[src/rtl/memory_stage.sv]
// memory_stage: single-outstanding data-memory stage. Steers store lanes, aligns and
// extends load data, flags misaligned accesses and registers the writeback port.
module memory_stage #(
    parameter int XLEN = 32
) (
    input  logic            clk,
    input  logic            rst_n,

    input  logic            ex_valid,
    input  logic [XLEN-1:0] ex_pc,
    input  logic [XLEN-1:0] ex_alu_out,
    input  logic [XLEN-1:0] ex_rs2_data,
    input  logic [4:0]      ex_wb_addr,
    input  logic            ex_rf_wen,
    input  logic            ex_mem_val,
    input  logic [1:0]      ex_mem_fcn,
    input  logic [2:0]      ex_mem_typ,
    input  logic [1:0]      ex_wb_sel,

    output logic            dmem_req_valid,
    input  logic            dmem_req_ready,
    output logic [XLEN-1:0] dmem_req_addr,
    output logic            dmem_req_wen,
    output logic [3:0]      dmem_req_be,
    output logic [XLEN-1:0] dmem_req_wdata,
    input  logic            dmem_resp_valid,
    input  logic [XLEN-1:0] dmem_resp_rdata,

    output logic            mem_stall,
    output logic            mem_misaligned,

    output logic [4:0]      mem_wb_addr,
    output logic            mem_rf_wen,
    output logic [XLEN-1:0] mem_wb_data,

    output logic [4:0]      wb_addr,
    output logic            wb_rf_wen,
    output logic [XLEN-1:0] wb_data
);

    localparam logic [1:0] M_XRD  = 2'd1;
    localparam logic [1:0] M_XWR  = 2'd2;
    localparam logic [2:0] MT_B   = 3'd1;
    localparam logic [2:0] MT_H   = 3'd2;
    localparam logic [2:0] MT_W   = 3'd3;
    localparam logic [2:0] MT_BU  = 3'd5;
    localparam logic [2:0] MT_HU  = 3'd6;
    localparam logic [1:0] WB_ALU = 2'd0;
    localparam logic [1:0] WB_MEM = 2'd1;
    localparam logic [1:0] WB_PC4 = 2'd2;

    typedef enum logic {S_IDLE, S_WAIT} state_e;

    typedef struct packed {
        logic [XLEN-1:0] pc;
        logic [XLEN-1:0] alu_out;
        logic [XLEN-1:0] rs2_data;
        logic [4:0]      wb_addr;
        logic            rf_wen;
        logic            mem_val;
        logic [1:0]      mem_fcn;
        logic [2:0]      mem_typ;
        logic [1:0]      wb_sel;
    } ms_t;

    state_e          state, state_nxt;
    ms_t             ms;
    logic [1:0]      byte_off;
    logic            is_rd, is_wr, mem_op, misaligned;
    logic            store_done, load_done;
    logic [XLEN-1:0] load_data;

    // A bubble is an all-zero stage register: no write, no memory op, x0 destination.
    always_ff @(posedge clk) begin
        // NOTE: sequential state uses non-blocking assignments so every register samples pre-edge values.
        if (!rst_n) begin
            ms <= '0;
        end else if (!mem_stall) begin
            if (ex_valid) begin
                ms <= '{pc: ex_pc, alu_out: ex_alu_out, rs2_data: ex_rs2_data,
                        wb_addr: ex_wb_addr, rf_wen: ex_rf_wen, mem_val: ex_mem_val,
                        mem_fcn: ex_mem_fcn, mem_typ: ex_mem_typ, wb_sel: ex_wb_sel};
            end else begin
                ms <= '0;
            end
        end
    end

    assign byte_off = ms.alu_out[1:0];
    assign is_rd    = (ms.mem_fcn == M_XRD);
    assign is_wr    = (ms.mem_fcn == M_XWR);
    assign mem_op   = ms.mem_val && (is_rd || is_wr);

    always_comb begin
        // NOTE: every always_comb output gets a default first so no path infers a latch.
        misaligned = 1'b0;
        if (mem_op) begin
            case (ms.mem_typ)
                MT_H, MT_HU: misaligned = byte_off[0];
                MT_W:        misaligned = (byte_off != 2'd0);
                default:     misaligned = 1'b0;
            endcase
        end
    end

    assign dmem_req_valid = (state == S_IDLE) && mem_op && !misaligned;
    assign dmem_req_addr  = {ms.alu_out[XLEN-1:2], 2'b00};
    assign dmem_req_wen   = mem_op && is_wr;

    always_comb begin
        dmem_req_be    = 4'b0000;
        dmem_req_wdata = '0;
        if (mem_op && is_rd) begin
            dmem_req_be = 4'b1111;
        end else if (mem_op && is_wr) begin
            case (ms.mem_typ)
                MT_B, MT_BU: begin
                    dmem_req_be    = 4'b0001 << byte_off;
                    dmem_req_wdata = {4{ms.rs2_data[7:0]}};
                end
                MT_H, MT_HU: begin
                    dmem_req_be    = 4'b0011 << byte_off;
                    dmem_req_wdata = {2{ms.rs2_data[15:0]}};
                end
                default: begin
                    dmem_req_be    = 4'b1111;
                    dmem_req_wdata = ms.rs2_data;
                end
            endcase
        end
    end

    assign store_done     = dmem_req_valid && dmem_req_ready && is_wr;
    assign load_done      = (state == S_WAIT) && dmem_resp_valid;
    assign mem_stall      = mem_op && !(store_done || load_done || misaligned);
    assign mem_misaligned = misaligned;

    // Only loads wait for a response; stores retire in their accept cycle.
    always_comb begin
        state_nxt = state;
        case (state)
            S_IDLE: if (dmem_req_valid && dmem_req_ready && is_rd) state_nxt = S_WAIT;
            S_WAIT: if (dmem_resp_valid) state_nxt = S_IDLE;
            default: state_nxt = S_IDLE;
        endcase
    end

    always_ff @(posedge clk) begin
        if (!rst_n) state <= S_IDLE;
        else        state <= state_nxt;
    end

    always_comb begin
        load_data = dmem_resp_rdata;
        case (ms.mem_typ)
            MT_B:  load_data = {{24{load_data[{byte_off, 3'b111}]}}, dmem_resp_rdata[{byte_off, 3'b000} +: 8]};
            MT_BU: load_data = {24'b0, dmem_resp_rdata[{byte_off, 3'b000} +: 8]};
            MT_H:  load_data = {{16{dmem_resp_rdata[{byte_off[1], 4'b1111}]}},
                                dmem_resp_rdata[{byte_off[1], 4'b0000} +: 16]};
            MT_HU: load_data = {16'b0, dmem_resp_rdata[{byte_off[1], 4'b0000} +: 16]};
            default: load_data = dmem_resp_rdata;
        endcase
    end

    always_comb begin
        case (ms.wb_sel)
            WB_ALU:  mem_wb_data = ms.alu_out;
            WB_MEM:  mem_wb_data = load_data;
            WB_PC4:  mem_wb_data = ms.pc + XLEN'(4);
            default: mem_wb_data = '0;
        endcase
    end

    assign mem_wb_addr = ms.wb_addr;
    assign mem_rf_wen  = ms.rf_wen && !misaligned && ((ms.wb_sel != WB_MEM) || load_done);

    always_ff @(posedge clk) begin
        if (!rst_n || mem_stall) begin
            wb_addr   <= '0;
            wb_rf_wen <= 1'b0;
            wb_data   <= '0;
        end else begin
            wb_addr   <= mem_wb_addr;
            wb_rf_wen <= mem_rf_wen;
            wb_data   <= mem_wb_data;
        end
    end

endmodule

[config.mk]
export PLATFORM = sky130hd
export DESIGN_NAME = memory_stage
export DESIGN_NICKNAME = d
export VERILOG_FILES = /design/src/rtl/memory_stage.sv
export SDC_FILE = /design/constraint.sdc
export NUM_CORES = 1
export LEC_CHECK = 0
export CAP_MARGIN = 15
export CORE_MARGIN = 2
export CORE_UTILIZATION = 44
export DETAILED_ROUTE_END_ITERATION = 10
export GPL_ROUTABILITY_DRIVEN = 0
export GPL_TIMING_DRIVEN = 0
export PLACE_DENSITY = 0.89
export SYNTH_ARGS = -nofsm -noshare
export SYNTH_HDL_FRONTEND = slang
export SYNTH_SLANG_ARGS = --single-unit
export TNS_END_PERCENT = 100
[constraint.sdc]
create_clock -name clk -period 2.8 [get_ports clk]
set_input_delay 0.42 -clock clk [delete_from_list [all_inputs] [get_ports clk]]
set_output_delay 0.42 -clock clk [all_outputs]
set_load 0.03 [all_outputs]
=== Yosys cells after proc, flatten, opt, wreduce, memory -nomap -nowiden ===
Cells that the tools add are included.

* Bits in registers: 149
* Output and inout bits: 148
* Logic and storage cells: 73

* Add/subtract/negate cells: 1
* Order comparisons: 2
* Equal/unequal tests: 10
* Shift operators: 4
* Multiplexer cells: 18
* Bitwise operators: 1
* Reduce and logical (&&, ||, !) cells: 24

{| class="wikitable"
|+ Operator list
! operator !! count
|-
| $pmux 32 s4 || 1
|-
| $mux 110 || 1
|-
| $pmux 32 s3 || 1
|-
| $mux 32 || 2
|-
| $pmux 32 s2 || 1
|-
| $add 32x3->32 const B || 1
|-
| $shiftx 32x6->16 || 1
|-
| $shiftx 32x6->8 || 1
|-
| $logic_and 1x1->1 || 12
|-
| $lt 5x6->1 const B || 2
|-
| $mux 4 || 2
|-
| $pmux 4 s2 || 1
|-
| $eq 3x2->1 const B || 2
|-
| $eq 3x3->1 const B || 2
|-
| $mux 1 || 6
|-
| $logic_or 1x1->1 || 5
|-
| $eq 2x1->1 const B || 2
|-
| $eq 2x2->1 const B || 2
|-
| $pmux 1 s2 || 2
|-
| $reduce_or 2->1 || 2
|-
| $shl 1x2->4 const A || 1
|-
| $shl 2x2->4 const A || 1
|-
| $eq 3x1->1 const B || 1
|-
| $logic_not 1->1 || 3
|-
| other kinds (5) || 5
|}

=== Depth between registers and ports, before layout ===
Gate-level depths: netlist of the first run.

* Word-level depth: 13
* Mapped depth: 10

=== Worst setup path after synthesis of the first run ===
OpenSTA, ideal clock, no wires.

* Path kind: reg-to-output
* Start: reg ms[3] (netlist name)
* End: out mem_wb_data[19]
* Data arrival time: 2.189 ns
* Required time: 2.380 ns
* Slack: 0.191 ns
* Stages on the path, launching flop included: 10
* Path buffers: 2
* Cells stage by stage: dfxtp_1 -> inv_1 -> ha_1 -> and2_1 -> buf_2 -> a2bb2oi_1 -> a21o_1 -> clkbuf_1 -> a2bb2oi_1 -> nand3_1

* Word-level cells in the longest chain between the ends: 3

{| class="wikitable"
|+ Ends and longest elaborated chain
! item !! line !! text
|-
| from (decl) || 67 || <nowiki>ms_t ms;</nowiki>
|-
| from (signal assigned) || 80 || <nowiki>ms <= '{pc: ex_pc, alu_out: ex_alu_out, rs2_data: ex_rs2_data,</nowiki>
|-
| $eq 3x3->1 (tied with other cells) || 155 || <nowiki>case (ms.mem_typ)</nowiki>
|-
| $pmux 32 s4 * || 155 ||
|-
| $pmux 32 s3 * || 166 || <nowiki>case (ms.wb_sel)</nowiki>
|-
| to (decl) || 34 || <nowiki>output logic [XLEN-1:0] mem_wb_data,</nowiki>
|}

Mark *: on every way between the ends. The rest lies on a longest branch, timed or not.

=== Worst setup path after layout of the first run ===
* Start: reg ms[88] (netlist name)
* End: out mem_wb_data[24]

* Word-level cells in the longest chain between the ends: 2

{| class="wikitable"
|+ Ends and longest elaborated chain
! item !! line !! text
|-
| $add 32x3->32 || 169 || <nowiki>WB_PC4: mem_wb_data = ms.pc + XLEN'(4);</nowiki>
|-
| $pmux 32 s3 || 166 ||
|}

No other way between the ends.

==> impl_summary.log, run 1 <==
INFO  metric worstSkewPairLatency = about 0.44 ns
INFO  metric die_height = 132 um
INFO  metric final.min_clock_period = 2.93 ns
INFO  metric finalCritPeriodShare = 105%
INFO  metric die_outline_width = between 100 and 150 um
INFO  metric critPathCaptureType = output pin
INFO  metric final_routed_wirelength_across_all_metal_layers = between 30000 and 40000 um
INFO  metric mappedNetlistArea = between 7000 and 8000 sq um
INFO  metric antenna_found_initial = 1
INFO  metric worstHoldEndpoint = wb_addr[1]
INFO  metric total_routing_usage_gr = 33.8%
INFO  metric post-synth-top-count-cell = sky130_fd_sc_hd__dfxtp_1
INFO  metric post_synth_main_area_contributors = sky130_fd_sc_hd__dfxtp_1, sky130_fd_sc_hd__a22o_1, sky130_fd_sc_hd__buf_4
INFO  metric cts_buffer_depth = 2
INFO  metric synth_top_area_share = between 40% and 50%
INFO  metric powerDensity = between 500 and 600 nW/um^2
INFO  metric synth.yosys.warnings = 0
INFO  metric synth.yosys.seq_area_share = around two fifths
INFO  metric cts_hold_repair.buffers = 0
INFO  metric rsz0062_at_grt = yes
INFO  metric cp-start-kind = register
INFO  metric leakage = just under 5 nW
INFO  metric timing_hold_violations_final = 0
INFO  metric r2r_setup_slack = around 0.06 ns
INFO  metric status = finished with violations
INFO  metric final_layout_size_suffix_gt1_share = about a quarter
INFO  metric grt_max_degree = 17
INFO  metric finalWorstSetupSlack = -0.129 ns
INFO  metric antenna_left = 0
INFO  metric detailed_place_hpwl = 21500 um
INFO  metric critical-path-max-stage-delay = ~0.60 ns
INFO  metric cts_tree = built
INFO  metric firstDrtPassIters = 5
INFO  metric postSynthAreaPerCell = about 8.7 sq um
INFO  metric crit_path_top_delay_cell = sky130_fd_sc_hd__or4_4
INFO  metric pre_cts_setup_slack = -0.820 ns
INFO  metric cts_sinks = 149
INFO  metric worst_r2r_startpoint = ms[5]
INFO  metric yosys_most_used_dff = sky130_fd_sc_hd__dfxtp_1
INFO  metric yosys.cell_types.count = 59
INFO  metric clk_transition_reported_paths = 0.06 ns
INFO  metric synth_area_leader_cell = sky130_fd_sc_hd__dfxtp_1
INFO  metric tightestPinTransition = 0.636 ns
INFO  metric netlist_instances = just over 800
INFO  metric post-route-drc-count = 0
INFO  metric timing.hold.worst.start = mem_wb_addr[1]
INFO  metric ioPinCount = slightly below 300
INFO  metric synth-edff-count = 0
INFO  metric async_reset_ff_share = 0%
INFO  metric yosys-top-cells-count = sky130_fd_sc_hd__dfxtp_1, sky130_fd_sc_hd__a22o_1, sky130_fd_sc_hd__nand2_1, sky130_fd_sc_hd__nor2_1, sky130_fd_sc_hd__a21oi_1
INFO  metric whs = about 0.45 ns
INFO  metric syn2layout_area_growth = 66.1%
INFO  metric final-instance-count-excl-fill = between 1000 and 1500
INFO  metric hold_critical_path_depth = 2
INFO  metric setup_viol_count_final = 7
INFO  metric cts.htree.levels = 4
INFO  metric violations = setup timing
INFO  metric depth_of_the_worst_register_to_register_path = 8
INFO  metric finClkSkew = 0.00836 ns
INFO  metric placedInstanceArea = roughly 10000 sq um
INFO  metric tritoncts.num_buffers = 17
INFO  metric synth.ff_latch_count = about 150
INFO  metric initial_core_utilization = between 40% and 50%
INFO  metric maxClockFrequency = 341 MHz
INFO  metric crit_required = about 2.4 ns
INFO  metric num-fill-cells = between 1000 and 1500
INFO  metric design.core.area = between 15000 and 20000 sq um
INFO  metric first_global_vias = 8042
INFO  metric io_buffers = slightly below 300
INFO  metric grt_first_pass_wirelength = between 40000 and 50000 um
INFO  metric nets = 1329
INFO  metric dr_total_vias = 8595
INFO  metric holdCritPathClass = register to register
INFO  metric floorplan.rows = 46
INFO  metric cp_max_fo = 5
INFO  metric clock-root-buffer = sky130_fd_sc_hd__clkbuf_16
INFO  metric slew_viol_final = 0
INFO  metric wl_per_cell = between 20 and 25 um
INFO  metric diodes = 0
INFO  metric endpoint_of_the_lowest_slack_register_to_register_path = wb_data[20]
INFO  metric cp_data_arrival_time = roughly 2.5 ns
INFO  metric worst_slew_margin_rel = between 50% and 60%
INFO  metric vias_per_cell = just over 6
INFO  metric crit_path_cell_trace = nand4_4, or4_4, clkbuf_16, o31a_1, o21ai_1, nand2_1, buf_2
INFO  metric timing.max_cap.violations = 0
INFO  metric placed_cells = 1335
INFO  metric area_enclosed_by_the_die_boundary = approximately 17000 sq um
INFO  metric critical_path_class = register to output pin
INFO  metric drt_first_iter_violations = around 750
INFO  metric finish.instance_area = ~12000 sq um
INFO  metric vdd_drop_max = between 0.0004 and 0.0005 V
INFO  metric globalRouteOverflowTotal = 0
## final cells by class
cell class	count	area, sq um	share of cell area [%]
plain buffers	96	638	5.32
clock buffers	20	457	3.81
clock inverters	11	198	1.65
inverters	21	78.8	0.657
multi-input cells	556	4170	34.7
flip-flops and latches	149	3040	25.3
well taps	216	270	2.25
repair buffers	335	3140	26.2
## flip-flops by register name (all words and copies together), names as in the netlist
register       cells
byte_off           2
dmem_req_addr     30
mem_wb_addr        5
ms                73
state              1
wb_addr            5
wb_data           32
wb_rf_wen          1
## what timing repair did
action	in CTS	in global routing
setup buffers	19	21
pin swaps	15	12
endpoints found under the setup margin	81	92
endpoints found under the hold margin	0	0
gates resized for setup	382	122
gates cloned	1	2
## worst max path at each step
stage	startpoint	to	slack (ns)	cells after the start
floorplan	ms[3]	mem_wb_data[19]	0.19	9
global placement	dmem_resp_rdata[23]	mem_wb_data[20]	-0.77	8
detailed placement	dmem_resp_rdata[23]	mem_wb_data[20]	-0.82	8
CTS	ms[2]	mem_wb_data[29]	-0.05	9
global route	ms[88]	mem_wb_data[26]	-0.17	9
finish	ms[88]	mem_wb_data[24]	-0.13	7
## stage by stage
step | util (%) | power, W | setup TNS (ns)
after floorplan | - | 0.00286 | 0
after global placement | 65.3 | 0.00338 | -31.96
after detailed placement | 65.3 | 0.00340 | -31.82
after CTS | 72.5 | 0.00600 | -0.0570
after global routing | 75.2 | 0.00624 | -1.33
final | 75.2 | 0.00610 | -0.519
## where the power goes
part | switching [W] | internal (W)
Sequential | 0.000101 | 0.00221
Clock | 0.000954 | 0.00163
Combinational | 0.000627 | 0.000577
Total | 0.00168 | 0.00442
## critical path: cells and delay by family, from the launching register on
| family | cells | cell delay [ns] |
|---|---|---|
| AO/OA/AOI/OAI | 2 | 0.51 |
| buffers and inverters | 2 | 0.38 |
| flip-flops | 1 | 0.37 |
| AND/OR/NAND/NOR | 3 | 0.81 |
## layout by cell type (no fill, tap or decap), drive strengths merged, types with 4 or more instances in the layout
cell type	Yosys	layout
a21oi	54	54
a221o	8	8
a22o	110	110
a22oi	18	18
a2bb2oi	11	11
a31oi	16	16
and3	14	14
and4	4	4
buf	57	134
bufinv	0	5
clkbuf	44	66
clkdlybuf4s15	0	18
clkdlybuf4s50	0	222
dfxtp	149	149
dlygate4sd2	0	6
ha	6	6
inv	21	23
mux2i	11	11
nand2	65	65
nand2b	5	5
nand3	19	19
nand4	7	7
nor2	64	64
nor2b	14	14
nor3	6	6
nor4	11	11
o211ai	4	4
o21ai	38	38
o221ai	8	8
o31a	5	5
or2	5	5
or3	6	6
xnor2	9	9
## logic make-up (layout without fill, tap and decap cells)
family / count (synthesis) / count (layout) / share of synthesized area [%]
AOI/OAI and AO/OA: 293 / 293 / 30.0
and+or+nand+nor: 230 / 230 / 15.7
DFF: 149 / 149 / 41.3
buffers and inverters: 122 / 483 / 8.60
muxes: 13 / 13 / 1.84
xor gates and xnor gates: 12 / 12 / 1.46
adders and majority gates: 6 / 6 / 1.04
other: 1 / 2 / 0.0520
## routing by layer
metal	part of all wire [%]	up-vias	wire length (um)	track usage (%)
li1	-	3739	-	-
met1	38	4023	12200	41.4
met2	47	667	14900	56.5
met3	9.7	164	3100	7.88
met4	5.5	2	1750	15.5
met5	0.044	-	14	0
(Power assumes the default switching activity.)
==> inputs of run 2 (changes only) <==
- PLACE_DENSITY: 0.89 -> 0.82
- SLEW_MARGIN: default -> 25
==> impl_summary.log, run 2 (synthesis results as in run 1) <==
INFO  metric clock-root-buffer = sky130_fd_sc_hd__clkbuf_16
INFO  metric first_global_vias = 7766 (-3.4%)
INFO  metric vias_per_cell = 6.06 (-1.0%)
INFO  metric layout.core_utilization = 74.9% (-0.31 points)
INFO  metric design.core.area = 15900 sq um (unchanged)
INFO  metric final.min_clock_period = 2.90 ns (-0.0288 ns)
INFO  metric leakage = 4.90 nW (-1.3%)
INFO  metric slew_viol_final = 0 (unchanged)
INFO  metric cts_sinks = 149 (unchanged)
INFO  metric layout.cells.most_common = sky130_fd_sc_hd__clkdlybuf4s50_1
INFO  metric antenna_left = 0 (unchanged)
INFO  metric cts_hold_repair.buffers = 0 (unchanged)
INFO  metric status = finished with violations
INFO  metric crit_path_top_delay_cell = sky130_fd_sc_hd__or4_4
INFO  metric diodes = 0 (unchanged)
INFO  metric critical-path-max-stage-delay = 0.57 ns (-0.03 ns)
INFO  metric initial_core_utilization = 45.3% (unchanged)
INFO  metric wl_per_cell = 22.3 um (-2.4%)
INFO  metric depth_of_the_worst_register_to_register_path = 14 (+6)
INFO  metric endpoint_of_the_lowest_slack_register_to_register_path = wb_data[24]
INFO  metric cts.htree.levels = 4 (unchanged)
INFO  metric crit_path_cell_trace = nand2_2, or4_4, or2_4, or4_4, nand4_1, buf_6
INFO  metric critPathCaptureType = output pin
INFO  metric comb_power_share = 20.7% (+1.0 points)
INFO  metric final_layout_size_suffix_gt1_share = 25.2% (-1.1 points)
INFO  metric cp_max_fo = 4 (-1)
INFO  metric placedInstanceArea = 10400 sq um (unchanged)
INFO  metric holdCritPathClass = register to register
INFO  metric violations = setup timing
INFO  metric num-fill-cells = 1156 (+6.8%)
INFO  metric dr_total_vias = 8494 (-1.2%)
INFO  metric critical_path_class = register to output pin
INFO  metric rsz0062_at_grt = yes
INFO  metric floorplan.rows = 46 (unchanged)
INFO  metric crit_path_start = ms[90]
INFO  metric grt_first_pass_wirelength = 44600 um (-3.3%)
INFO  metric final_routed_wirelength_across_all_metal_layers = 31200 um (-2.6%)
INFO  metric critical_path.endpoint = mem_wb_data[31]
INFO  metric drt_first_iter_violations = 881 (+17%)
INFO  metric maxClockFrequency = 345 MHz (+0.99%)
INFO  metric syn2layout_area_growth = 65.4%
INFO  metric globalRouteOverflowTotal = 0 (unchanged)
INFO  metric netSwitchingPower = 0.00164 W (-2.5%)
INFO  metric cp_data_arrival_time = 2.48 ns (-0.03 ns)
INFO  metric r2r_setup_slack = 0.05 ns (about the same)
INFO  metric pre_cts_setup_slack = -0.776 ns (+0.0443 ns)
INFO  metric die_outline_width = 132 um (unchanged)
INFO  metric pwr-share-clk = 39.0% (-3.4 points)
INFO  metric powerDensity = 480 nW/um^2 (-5.6%)
INFO  metric nets = 1327 (-0.15%)
INFO  metric firstDrtPassIters = 5 (unchanged)
INFO  metric worstSkewPairLatency = 0.43 ns (about the same)
INFO  metric vdd_drop_max = 0.000477 V (+0.76%)
INFO  metric crit_required = 2.38 ns (about the same)
INFO  metric worst_r2r_startpoint = ms[90]
INFO  metric seq_power_share = 40.3% (+2.4 points)
INFO  metric finalWorstSetupSlack = -0.100 ns (+0.0288 ns)
INFO  metric setup_viol_count_final = 12 (+5)
INFO  metric timing.max_cap.violations = 0 (unchanged)
INFO  metric timing_hold_violations_final = 0 (unchanged)
INFO  metric grt_max_degree = 17 (unchanged)
INFO  metric area_enclosed_by_the_die_boundary = 17400 sq um (unchanged)
INFO  metric io_buffers = 292 (unchanged)
INFO  metric cts_tree = built
INFO  metric internal_power = 0.00409 W (-7.4%)
INFO  metric finalCritPeriodShare = 104% (-1.0 points)
INFO  metric totalPowerFinal = 0.00573 W (-6.0%)
INFO  metric clk_transition_reported_paths = 0.06 ns (about the same)
INFO  metric cp-start-kind = register
INFO  metric tritoncts.num_buffers = 17 (unchanged)
INFO  metric post-route-drc-count = 0 (unchanged)
INFO  metric critical_path.most_common_cell = sky130_fd_sc_hd__or4_4
INFO  metric detailed_place_hpwl = 21500 um (+0.20%)
INFO  metric registers.top_by_ff_count = ms
INFO  metric power.switching_fraction = 28.6% (+1.0 points)
INFO  metric finish.instance_area = 11900 sq um (-0.42%)
INFO  metric tightestPinTransition = 0.668 ns (+0.0319 ns)
INFO  metric leading_cell_types_in_the_layout_fill_and_taps_excluded = sky130_fd_sc_hd__clkdlybuf4s50_1, sky130_fd_sc_hd__dfxtp_1, sky130_fd_sc_hd__a22o_1
INFO  metric total_routing_usage_gr = 32.9% (-0.92 points)
INFO  metric die_height = 132 um (unchanged)
INFO  metric worst_slew_margin_rel = 55.4% (-2.0 points)
INFO  metric cts_buffer_depth = 2 (unchanged)
INFO  metric largest_register_ffs = 73 (unchanged)
INFO  metric ioPinCount = 295 (unchanged)
INFO  metric antenna_found_initial = 0 (-1)
INFO  metric finClkSkew = 0.00949 ns (+0.00114 ns)
==> run 2: power groups by stage <==
stage,sequential (W),combinational (W),clock [W]
6_report,0.00231,0.00119,0.00223
5_1_grt,0.00232,0.00124,0.00233
4_1_cts,0.00230,0.00111,0.00224
3_5_place_dp,0.00234,0.00105,0
3_3_place_gp,0.00234,0.00104,0
2_1_floorplan,0.00237,0.000496,0
==> run 2: critical path: cells and delay by family (launching register included) <==
family	cells	cell delay [ns]
simple gates	5	1.53
flops	1	0.37
buf+inv	1	0.15
==> run 2: what timing repair did <==
action,in CTS,in global routing
setup buffers,26,14
resized for setup,371,113
cloned,1,0
endpoints found under the setup margin,82,100
pin swaps,14,21
==> run 2: final cells by class <==
| cell class | instances | area (sq um) | area share, % |
|---|---|---|---|
| sequential | 149 | 3040 | 25.4 |
| timing repair buffer | 333 | 3160 | 26.5 |
| clock buffer | 20 | 437 | 3.66 |
| buffer | 96 | 632 | 5.29 |
| inverter | 21 | 81.3 | 0.681 |
| multi-input combinational | 556 | 4190 | 35.1 |
| clock inverter | 11 | 130 | 1.09 |
| tap | 216 | 270 | 2.26 |
==> run 2: metal layers <==
metal / part of all wire [%] / vias to the layer above / GRT usage, %
li1: - / 3733 / -
met1: 38 / 3968 / 41.0
met2: 47 / 649 / 53.5
met3: 10 / 144 / 9.03
met4: 5.3 / 0 / 13.8
met5: 0 / - / 0
==> run 2: worst min-delay path by stage <==
stage                              start          to  slack (ns)  depth (start not counted)
after floorplan           mem_wb_addr[0]  wb_addr[0]        0.42                          2
after global placement    mem_wb_addr[4]  wb_addr[4]        0.44                          2
after detailed placement  mem_wb_addr[3]  wb_addr[3]        0.44                          2
after CTS                 mem_wb_addr[3]  wb_addr[3]        0.45                          2
after global routing      mem_wb_addr[3]  wb_addr[3]        0.46                          2
final                     mem_wb_addr[0]  wb_addr[0]        0.45                          2
==> run 2: metrics by stage <==
| step | std cells | TNS (ns) | hold WS (ns) |
|---|---|---|---|
| floorplan | 827 | 0 | 0.422 |
| global placement | 1335 | -28.49 | 0.435 |
| detailed placement | 1335 | -32.53 | 0.442 |
| CTS | 1390 | -0.457 | 0.451 |
| global route | 1402 | -2.25 | 0.465 |
| finish | 1402 | -0.601 | 0.450 |
==> inputs of run 3 (changes only) <==
- PLACE_DENSITY: 0.82 -> 0.84
==> impl_summary.log, run 3 (synthesis results as in run 1) <==
INFO  metric worstSkewPairLatency = 0.43 ns (about the same)
INFO  metric crit_path_start = ms[81]
INFO  metric num-fill-cells = 1149 (-0.61%)
INFO  metric detailed_place_hpwl = 20900 um (-2.6%)
INFO  metric cts_sinks = 149 (unchanged)
INFO  metric slew_viol_final = 0 (unchanged)
INFO  metric grt_first_pass_wirelength = 44100 um (-1.1%)
INFO  metric final_layout_size_suffix_gt1_share = 24.8% (-0.42 points)
INFO  metric cts_buffer_depth = 2 (unchanged)
INFO  metric registers.top_by_ff_count = ms
INFO  metric crit_path_top_delay_cell = sky130_fd_sc_hd__nor4_4
INFO  metric worst_r2r_startpoint = ms[5]
INFO  metric fin_setup_tns = -0.250 ns (+0.351 ns)
INFO  metric antenna_left = 0 (unchanged)
INFO  metric setup_viol_count_final = 4 (-8)
INFO  metric total_routing_usage_gr = 32.5% (-0.34 points)
INFO  metric worst_slew_margin_rel = 55.4% (about the same)
INFO  metric cp-start-kind = register
INFO  metric powerDensity = 495 nW/um^2 (+3.1%)
INFO  metric leakage = 4.87 nW (-0.62%)
INFO  metric first_global_vias = 7443 (-4.2%)
INFO  metric vdd_drop_max = 0.000431 V (-9.6%)
INFO  metric cts_tree = built
INFO  metric ioPinCount = 295 (unchanged)
INFO  metric rsz0062_at_grt = yes
INFO  metric critical_path_class = register to output pin
INFO  metric drt_first_iter_violations = 748 (-15%)
INFO  metric depth_of_the_worst_register_to_register_path = 10 (-4)
INFO  metric die_height = 132 um (unchanged)
INFO  metric final_routed_wirelength_across_all_metal_layers = 30600 um (-1.8%)
INFO  metric grt_max_degree = 17 (unchanged)
INFO  metric die_outline_width = 132 um (unchanged)
INFO  metric endpoint_of_the_lowest_slack_register_to_register_path = ms[37]
INFO  metric initial_core_utilization = 45.3% (unchanged)
INFO  metric layout.core_utilization = 73.8% (-1.1 points)
INFO  metric clk_transition_reported_paths = 0.06 ns (about the same)
INFO  metric finish.instance_area = 11800 sq um (-1.4%)
INFO  metric io_buffers = 292 (unchanged)
INFO  metric final.min_clock_period = 2.93 ns (+0.0308 ns)
INFO  metric holdCritPathClass = register to register
INFO  metric layout.cells.most_common = sky130_fd_sc_hd__clkdlybuf4s50_1
INFO  metric firstDrtPassIters = 5 (unchanged)
INFO  metric leading_cell_types_in_the_layout_fill_and_taps_excluded = sky130_fd_sc_hd__clkdlybuf4s50_1, sky130_fd_sc_hd__dfxtp_1, sky130_fd_sc_hd__a22o_1
INFO  metric tritoncts.num_buffers = 17 (unchanged)
INFO  metric post-route-drc-count = 0 (unchanged)
INFO  metric placedInstanceArea = 10400 sq um (unchanged)
INFO  metric status = finished with violations
INFO  metric cts.htree.levels = 4 (unchanged)
INFO  metric r2r_setup_slack = 0.18 ns (+0.13 ns)
INFO  metric clock-root-buffer = sky130_fd_sc_hd__clkbuf_16
INFO  metric timing.max_cap.violations = 0 (unchanged)
INFO  metric maxClockFrequency = 341 MHz (-1.1%)
INFO  metric tightestPinTransition = 0.667 ns (-0.00125 ns)
INFO  metric dr_total_vias = 8226 (-3.2%)
INFO  metric syn2layout_area_growth = 63.1%
INFO  metric cp_data_arrival_time = 2.51 ns (+0.03 ns)
INFO  metric critPathCaptureType = output pin
INFO  metric vias_per_cell = 5.90 (-2.7%)
INFO  metric timing_hold_violations_final = 0 (unchanged)
INFO  metric finClkSkew = 0.0102 ns (+0.000716 ns)
INFO  metric crit_path_cell_trace = ha_4, nand4_1, buf_8, nor4_4, a21oi_2, a31oi_2, nand2_1, buf_6
INFO  metric floorplan.rows = 46 (unchanged)
INFO  metric globalRouteOverflowTotal = 0 (unchanged)
INFO  metric finalCritPeriodShare = 105% (+1.1 points)
INFO  metric area_enclosed_by_the_die_boundary = 17400 sq um (unchanged)
INFO  metric antenna_found_initial = 1 (+1)
INFO  metric violations = setup timing
INFO  metric nets = 1320 (-0.53%)
INFO  metric cp_max_fo = 5 (+1)
INFO  metric largest_register_ffs = 73 (unchanged)
INFO  metric crit_required = 2.38 ns (about the same)
INFO  metric critical_path.endpoint = mem_wb_data[28]
INFO  metric critical-path-max-stage-delay = 0.44 ns (-0.13 ns)
INFO  metric wl_per_cell = 22.0 um (-1.3%)
INFO  metric finalWorstSetupSlack = -0.131 ns (-0.0308 ns)
INFO  metric design.core.area = 15900 sq um (unchanged)
[run 3: worst min path at each step]
stage,cells after the start,end,start,slack [ns]
detailed placement,2,wb_addr[3],mem_wb_addr[3],0.44
global placement,2,wb_addr[4],mem_wb_addr[4],0.44
floorplan,2,wb_addr[0],mem_wb_addr[0],0.42
global route,2,wb_addr[3],mem_wb_addr[3],0.47
CTS,2,wb_addr[3],mem_wb_addr[3],0.45
finish,2,wb_addr[2],mem_wb_addr[2],0.45
[run 3: area by class of cell]
| type | instances | area, sq um | share of cell area, % |
|---|---|---|---|
| clock buffer | 19 | 433 | 3.68 |
| tap | 216 | 270 | 2.30 |
| timing repair buffer | 326 | 3070 | 26.1 |
| antenna | 1 | 2.50 | 0.0213 |
| clock inverter | 11 | 155 | 1.32 |
| inverter | 21 | 78.8 | 0.670 |
| buffer | 96 | 636 | 5.40 |
| multi-input combinational | 556 | 4080 | 34.7 |
| sequential | 149 | 3040 | 25.9 |
[run 3: power breakdown]
group	switching [W]	total (W)	internal, W
clock network	0.000959	0.00236	0.00140
logic	0.000606	0.00116	0.000557
registers	0.0000982	0.00231	0.00221
[run 3: what timing repair did]
item / CTS / global route
hold buffers: 0 / 0
pin swaps: 10 / 13
buffers inserted: 14 / 19
resized for setup: 342 / 124
endpoints found under the setup margin: 82 / 96
cloned: 1 / 1
[run 3: metal layers]
| metal | wire length (um) | GRT usage [%] |
|---|---|---|
| met4 | 1340 | 13.2 |
| met1 | 12100 | 41.5 |
| met2 | 14400 | 53.2 |
| met3 | 2750 | 7.42 |
| met5 | 0 | 0 |
[run 3: metrics by stage]
| stage | hold slack (ns) | power [W] | setup WS, ns | cells |
|---|---|---|---|---|
| 2_1_floorplan | 0.422 | 0.00286 | 0.191 | 827 |
| 3_3_place_gp | 0.436 | 0.00338 | -0.849 | 1335 |
| 3_5_place_dp | 0.440 | 0.00339 | -0.871 | 1335 |
| 4_1_cts | 0.448 | 0.00575 | -0.125 | 1376 |
| 5_1_grt | 0.466 | 0.00598 | -0.173 | 1395 |
| 6_report | 0.449 | 0.00583 | -0.131 | 1395 |
[run 3: critical path: cells and delay by family, from the launching register on]
family | cells | cell delay (ns)
buf+inv | 2 | 0.36
fa+ha+maj | 1 | 0.15
simple gates | 3 | 0.76
flops | 1 | 0.38
compound gates | 2 | 0.42
